File: src/rtl/ahb_pkg.sv
// Shared AHB-Lite encodings and the default-slave state type used by the
// interconnect and its default slave.
package ahb_pkg;

  localparam logic [1:0] HTRANS_IDLE   = 2'b00;
  localparam logic [1:0] HTRANS_BUSY   = 2'b01;
  localparam logic [1:0] HTRANS_NONSEQ = 2'b10;
  localparam logic [1:0] HTRANS_SEQ    = 2'b11;

  localparam logic HRESP_OKAY  = 1'b0;
  localparam logic HRESP_ERROR = 1'b1;

  typedef enum logic [1:0] {
    DS_OKAY = 2'd0,
    DS_ERR1 = 2'd1,
    DS_ERR2 = 2'd2
  } ds_state_t;

endpackage

File: src/rtl/ahb_default_slave.sv
// Default slave for unmapped transfers: answers OKAY when idle and gives the
// two-cycle ERROR response (wait + error, then ready + error) when started.
module ahb_default_slave (
  input  logic HCLK,
  input  logic HRESET,
  input  logic HREADY,
  input  logic start,
  output logic ready,
  output logic resp,
  output logic err_inc
);
  import ahb_pkg::*;

  ds_state_t state_q, state_d;
  logic      ready_q, ready_d;
  logic      resp_q, resp_d;

  always_comb begin
    state_d = state_q;
    if (state_q == DS_ERR1) begin
      state_d = DS_ERR2;
    end else if (HREADY) begin
      state_d = start ? DS_ERR1 : DS_OKAY;
    end
    ready_d = (state_d != DS_ERR1);
    resp_d  = (state_d != DS_OKAY) ? HRESP_ERROR : HRESP_OKAY;
  end

  always_ff @(posedge HCLK or posedge HRESET) begin
    if (HRESET) begin
      state_q <= DS_OKAY;
      ready_q <= 1'b1;
      resp_q  <= HRESP_OKAY;
    end else begin
      state_q <= state_d;
      ready_q <= ready_d;
      resp_q  <= resp_d;
    end
  end

  // ERR1 is always left after one cycle, so being headed there marks an entry.
  assign err_inc = (state_d == DS_ERR1);
  assign ready   = ready_q;
  assign resp    = resp_q;

endmodule

File: src/rtl/ahb_lite_interconnect.sv
// Single-master AHB-Lite interconnect: priority address decode, registered
// data-phase select, response mux and a saturating default-slave error count.
module ahb_lite_interconnect #(
  parameter int                         N_SLAVES = 3,
  parameter int                         ADDR_W   = 32,
  parameter int                         DATA_W   = 32,
  parameter logic [N_SLAVES*ADDR_W-1:0] SLV_BASE = '0,
  parameter logic [N_SLAVES*ADDR_W-1:0] SLV_MASK = '0,
  parameter int                         ERRCNT_W = 16
) (
  input  logic                         HCLK,
  input  logic                         HRESET,
  input  logic [ADDR_W-1:0]            HADDR,
  input  logic [1:0]                   HTRANS,
  output logic [N_SLAVES-1:0]          HSEL,
  input  logic [N_SLAVES*DATA_W-1:0]   HRDATA_I,
  input  logic [N_SLAVES-1:0]          HRESP_I,
  input  logic [N_SLAVES-1:0]          HREADYOUT_I,
  output logic [DATA_W-1:0]            HRDATA,
  output logic                         HRESP,
  output logic                         HREADY,
  output logic [ERRCNT_W-1:0]          ERR_CNT
);
  import ahb_pkg::*;

  localparam int                DSEL_W   = $clog2(N_SLAVES + 1);
  localparam logic [DSEL_W-1:0] DSEL_DEF = DSEL_W'(N_SLAVES);

  logic [N_SLAVES-1:0] hsel;
  logic [DSEL_W-1:0]   hit_idx;
  logic                any_hit;
  logic [DSEL_W-1:0]   dsel_q, dsel_d;
  logic [ERRCNT_W-1:0] err_cnt_q, err_cnt_d;
  logic                ds_ready, ds_resp, ds_inc, ds_start;

  // Lowest index wins when several maps overlap.
  always_comb begin
    hsel    = '0;
    hit_idx = DSEL_DEF;
    any_hit = 1'b0;
    for (int i = 0; i < N_SLAVES; i++) begin
      if (!any_hit &&
          ((HADDR & SLV_MASK[i*ADDR_W +: ADDR_W]) == SLV_BASE[i*ADDR_W +: ADDR_W])) begin
        hsel[i] = 1'b1;
        hit_idx = DSEL_W'(i);
        any_hit = 1'b1;
      end
    end
  end

  assign HSEL     = hsel;
  assign ds_start = !any_hit && HTRANS[1];

  ahb_default_slave u_default_slave (
    .HCLK    (HCLK),
    .HRESET  (HRESET),
    .HREADY  (HREADY),
    .start   (ds_start),
    .ready   (ds_ready),
    .resp    (ds_resp),
    .err_inc (ds_inc)
  );

  always_comb begin
    HRDATA = '0;
    HRESP  = ds_resp;
    HREADY = ds_ready;
    for (int i = 0; i < N_SLAVES; i++) begin
      if (dsel_q == DSEL_W'(i)) begin
        HRDATA = HRDATA_I[i*DATA_W +: DATA_W];
        HRESP  = HRESP_I[i];
        HREADY = HREADYOUT_I[i];
      end
    end
  end

  always_comb begin
    dsel_d    = HREADY ? hit_idx : dsel_q;
    err_cnt_d = err_cnt_q;
    if (ds_inc && (err_cnt_q != {ERRCNT_W{1'b1}})) begin
      err_cnt_d = err_cnt_q + ERRCNT_W'(1);
    end
  end

  always_ff @(posedge HCLK or posedge HRESET) begin
    if (HRESET) begin
      dsel_q    <= DSEL_DEF;
      err_cnt_q <= '0;
    end else begin
      dsel_q    <= dsel_d;
      err_cnt_q <= err_cnt_d;
    end
  end

  assign ERR_CNT = err_cnt_q;

endmodule

File: config.mk
export PLATFORM = sky130hd
export DESIGN_NAME = ahb_lite_interconnect
export DESIGN_NICKNAME = d
export VERILOG_FILES = /design/src/rtl/ahb_pkg.sv /design/src/rtl/ahb_default_slave.sv /design/src/rtl/ahb_lite_interconnect.sv
export SDC_FILE = /design/constraint.sdc
export NUM_CORES = 1
export LEC_CHECK = 0
export ABC_CLOCK_PERIOD_IN_PS = 1800
export CORE_AREA = 2 2 74 76
export CTS_CLUSTER_DIAMETER = 30
export DETAILED_ROUTE_END_ITERATION = 8
export DIE_AREA = 0 0 76 78
export GPL_TIMING_DRIVEN = 0
export PLACE_DENSITY_LB_ADDON = 0.12
export SETUP_SLACK_MARGIN = 0.15
export SLEW_MARGIN = 20
export SYNTH_ARGS = -nofsm -noshare
export SYNTH_HDL_FRONTEND = slang
export SYNTH_SLANG_ARGS = --single-unit
File: constraint.sdc
create_clock -name HCLK -period 1.8 [get_ports HCLK]
set_input_delay 0.18 -clock HCLK [delete_from_list [all_inputs] [get_ports HCLK]]
set_output_delay 0.18 -clock HCLK [all_outputs]
set_load 0.005 [all_outputs]
# After elaboration in Yosys (flattened, before gate mapping)
# Index checks and enable logic that the tools add are counted.
# totals
word_cells	27
out_inout_bits	53
ff_bits	22
# op_classes
n_mux	12
n_eq_ne	6
add_sub_neg	1
reduce_logical	3
# ops
cell	count
32-bit two-way mux	3
16-bit by 1-bit adder with 16-bit output (second input constant)	1
16-bit != test (second input constant)	1
1-bit two-way mux	7
2-bit by 1-bit == test with 1-bit output (second input constant)	3
2-bit two-way mux	2
2-bit == test (second input constant)	1
2-bit zero test	1
2-bit by 1-bit != test with 1-bit output (second input constant)	1
2-bit nonzero test	1
1-bit logical AND	1

# Logic depth before layout (Yosys ltp)
# logic_depth
ltp_word	8
ltp_mapped	3
depth_no_buf	2

# Hierarchy
# A second synthesis with hierarchy kept.
# hier_totals
hier_cells	132
area_unflattened_um2	1303.8
# modules_own_cells
mod	cells_per_inst	area_per_inst_um2	seq_area_each_um2	instances
ahb_lite_interconnect	117	1147.4	426.7	1
ahb_default_slave	15	156.4	101.3	1

# Worst setup path before layout
# Ideal clock, no wire load.
# synth_timing
path_type	reg-to-output
startpoint	register dsel_q[0]
endpoint	output port HRESP
t_arrival_ns	0.936
path_stages_with_launch	3
path_buffers	1
slack_ns	0.684
t_required_ns	1.620
cell_sequence	dfstp_2 > buf_6 > mux2_2
# synth_via
elab_chain_cells	4
word_cells_on_any_way	6
cone_classes	eq/ne (2); mux (3); reduce/logical (1)
# synth_rtl
item	line_no	source
start: declaration	ahb_lite_interconnect.sv:32	logic [DSEL_W-1:0] dsel_q, dsel_d;
start signal: assignment	ahb_lite_interconnect.sv:90	dsel_q <= dsel_d;
2-bit zero test	ahb_lite_interconnect.sv:69	if (dsel_q == DSEL_W'(i)) begin
1-bit two-way mux (2 in series)	ahb_lite_interconnect.sv:69	
1-bit two-way mux (*)	ahb_lite_interconnect.sv:69	
end: declaration	ahb_lite_interconnect.sv:20	output logic HRESP,
# Every way passes the cells marked *; elsewhere a longest branch is shown, timed or not.

# Worst setup path in the final report
# layout_timing
startpoint	register dsel_q[0]
endpoint	output port HRDATA[0]
# layout_via
elab_chain_cells	4
word_cells_on_any_way	6
cone_classes	eq/ne (2); mux (3); reduce/logical (1)
# layout_rtl
item	line_no	source
2-bit zero test	ahb_lite_interconnect.sv:69	
32-bit two-way mux (2 in series)	ahb_lite_interconnect.sv:69	
32-bit two-way mux (*)	ahb_lite_interconnect.sv:69	
end: declaration	ahb_lite_interconnect.sv:19	output logic [DATA_W-1:0] HRDATA,
# Marks and branches as above.

==> impl_metrics.env <==
export IMPL_antenna_found_initial=0
export IMPL_clk_pin_slew_ps=70
export IMPL_fin_cells=248
export IMPL_ys_seq_elements=20
export IMPL_die_w_um=76
export IMPL_holdBufCountCts=0
export IMPL_slew_violations=0
export IMPL_status="finished clean"
export IMPL_design_area_um2=1953
export IMPL_dieArea_um2=5928
export IMPL_grt_pass1_wl_um=4119
export IMPL_netlist_instances=84
export IMPL_nNetsFinal=317
export IMPL_critPathCaptureType="output pin"
export IMPL_nFillCells=506
export IMPL_cp_max_fo=9
export IMPL_cp_data_arrival_time_ps=1550
export IMPL_gp_congestion=0.7476
export IMPL_clk_latency_ps=260
export IMPL_cts_buffers=3
export IMPL_timing_critical_path_from="dsel_q[0]"
export IMPL_hold_ws_ps=347.3
export IMPL_syn_area_um2=879.6
export IMPL_clk_path_buf_depth=2
export IMPL_ant_nets=0
export IMPL_grt_start_max_net_pins=21
export IMPL_dr_pass1_iters=2
export IMPL_fin_ws_ps=67.63
export IMPL_critPathRequiredTime_ps=1620
export IMPL_hpwl_um=2193
export IMPL_r2r_start="dsel_q[0]"
export IMPL_maxCapViolCount=0
export IMPL_multiInputGateArea_um2=282.8
export IMPL_cp_start_kind="register"
export IMPL_rr_endpoint="u_default_slave.state_q[0]"
export IMPL_portBuffers=85
export IMPL_period_needed_ps=1732
export IMPL_switching_power_mw=0.1949
export IMPL_mostFrequentLayoutCell="clkdlybuf4s50_1"
export IMPL_finalWirelength_um=2644
export IMPL_p_sw_share_pct=17.88
export IMPL_grt_usage_pct=8.356
export IMPL_power_leakage_nw=0.8558
export IMPL_num_antenna_cells=0
export IMPL_rsz0062_at_grt="true"
export IMPL_setup_violations=0
export IMPL_tightest_slew_ps=750.0
export IMPL_p_int_mw=0.8956
export IMPL_drc=0
export IMPL_seq_area_frac_synth_pct=57.18
export IMPL_p_per_area_nw_per_um2=558.4
export IMPL_cts_sinks=20
export IMPL_drive_above_1_share_pct=11.80
export IMPL_hold_violations=0
export IMPL_ir_drop_uv=653.3
export IMPL_placed_cell_area_um2=1826
export IMPL_seqPwrFrac_pct=41.5
export IMPL_min_period_over_period_pct=96.24
export IMPL_path_class="register to output pin"
export IMPL_dp_cells=241
export IMPL_synth_cell_type_count=14
export IMPL_hold_class="input port to asynchronous set/reset pin"
export IMPL_wire_per_inst_um=10.66
export IMPL_synth_warnings=0
export IMPL_fin_skew_ps=5.695
export IMPL_syn_avg_cell_area_um2=10.47
export IMPL_h_tree_depth=1
export IMPL_placeableCoreArea_um2=5042
export IMPL_place_ws_ps=200.8
export IMPL_area_growth_pct=122.0
export IMPL_regArea_um2=503.0
export IMPL_drtIter0Drc=11
export IMPL_combPwrFrac_pct=18.2
export IMPL_reg2reg_setup_slack_ps=660
export IMPL_vias=852
export IMPL_reg2regPathDepth=3
export IMPL_post_route_util_pct=38.73
export IMPL_grt_ovfl_total=0
export IMPL_max_clock_freq_mhz=577.2
export IMPL_max_slew_margin_pct=49.94
export IMPL_clkPwrFrac_pct=40.3
export IMPL_initial_core_util_pct=17.44
export IMPL_layout_common_cells="clkdlybuf4s50_1 (79), nor2b_1 (29), dfrtp_1 (18)"
export IMPL_die_h_um=78
export IMPL_ios=191
export IMPL_grt_pass1_vias=848
export IMPL_cts_root_buf="clkbuf_8"
export IMPL_row_count=26
export IMPL_cts_tree="built"
export IMPL_vias_per_cell=3.435
==> cells by family after synthesis <==
logic type	count (synthesis)	synth area share [%]
DFF	20	57.18
muxes	3	4.125
other	2	0.8538
buffers and inverters	25	13.23
and+or+nand+nor	34	24.61
==> layer usage <==
layer  track usage [%]  part of all wire [%]  wire length [um]
met1             9.476                    39              1036
met2             14.55                    48              1269
met3             3.488                    12               330
met4             2.182                  0.30                 8
met5                 0                     0                 0
==> synthesized netlist by cell type (all sizes together) <==
cell type,instances,share of area (%)
and2b,3,2.6
and3,1,0.71
inv,2,0.85
conb,2,0.85
buf,7,5.5
mux2i,1,1.1
nor2b,30,21
mux2,2,3.0
dfstp,2,6.0
clkbuf,16,6.8
dfrtp,18,51
==> critical path, cell delays in order, from the launching register on <==
cell and delay [ps]:
dfstp_2 540, buf_8 140, and2b_1 180, clkdlybuf4s50_1 440
==> power by group through the flow <==
stage          registers (mW)  clock network, mW  logic, mW
2_1_floorplan           0.460                  0     0.0484
3_3_place_gp            0.460                  0      0.202
4_1_cts                 0.452              0.455      0.200
3_5_place_dp            0.461                  0      0.203
6_report                0.453              0.440      0.198
5_1_grt                 0.453              0.477      0.213
==> per-stage QoR <==
stage	TNS [ps]	power, mW
floorplan	0	0.5087
CTS	0	1.108
global route	-6.286	1.142
global placement	0	0.6621
finish	0	1.091
detailed placement	0	0.6636
==> sequential cells by signal, indices dropped and copies added (netlist names) <==
signal	cells
ERR_CNT	16
dsel_q	1
u_default_slave.ready	1
u_default_slave.resp	1
u_default_slave.state_q	1
==> repair_timing <==
| item | in CTS | in global routing |
|---|---|---|
| pin swaps | 0 | 0 |
| hold endpoints to repair | 0 | 0 |
| gates resized for setup | 20 | 2 |
| setup endpoints to repair | 34 | 32 |
| buffers inserted | 2 | 0 |
| gates cloned | 1 | 0 |
==> cell type report <==
class | count | area share [%]
buffer | 23 | 7.111
clock buffer | 3 | 2.114
clock inverter | 1 | 1.537
inverter | 2 | 0.3844
multi-input combinational | 41 | 14.48
sequential | 20 | 25.75
tap | 70 | 4.484
timing repair buffer | 88 | 44.14
==> how the worst max path moves through the flow <==
stage	to	slack, ps	cells past startpoint
2_1_floorplan	HRESP	680	2
3_3_place_gp	HREADY	200	4
3_5_place_dp	HRESP	200	3
4_1_cts	HRDATA[30]	50	4
5_1_grt	HRDATA[5]	-4	4
6_report	HRDATA[0]	70	3
Note: power is estimated with default switching activity, not from simulation.
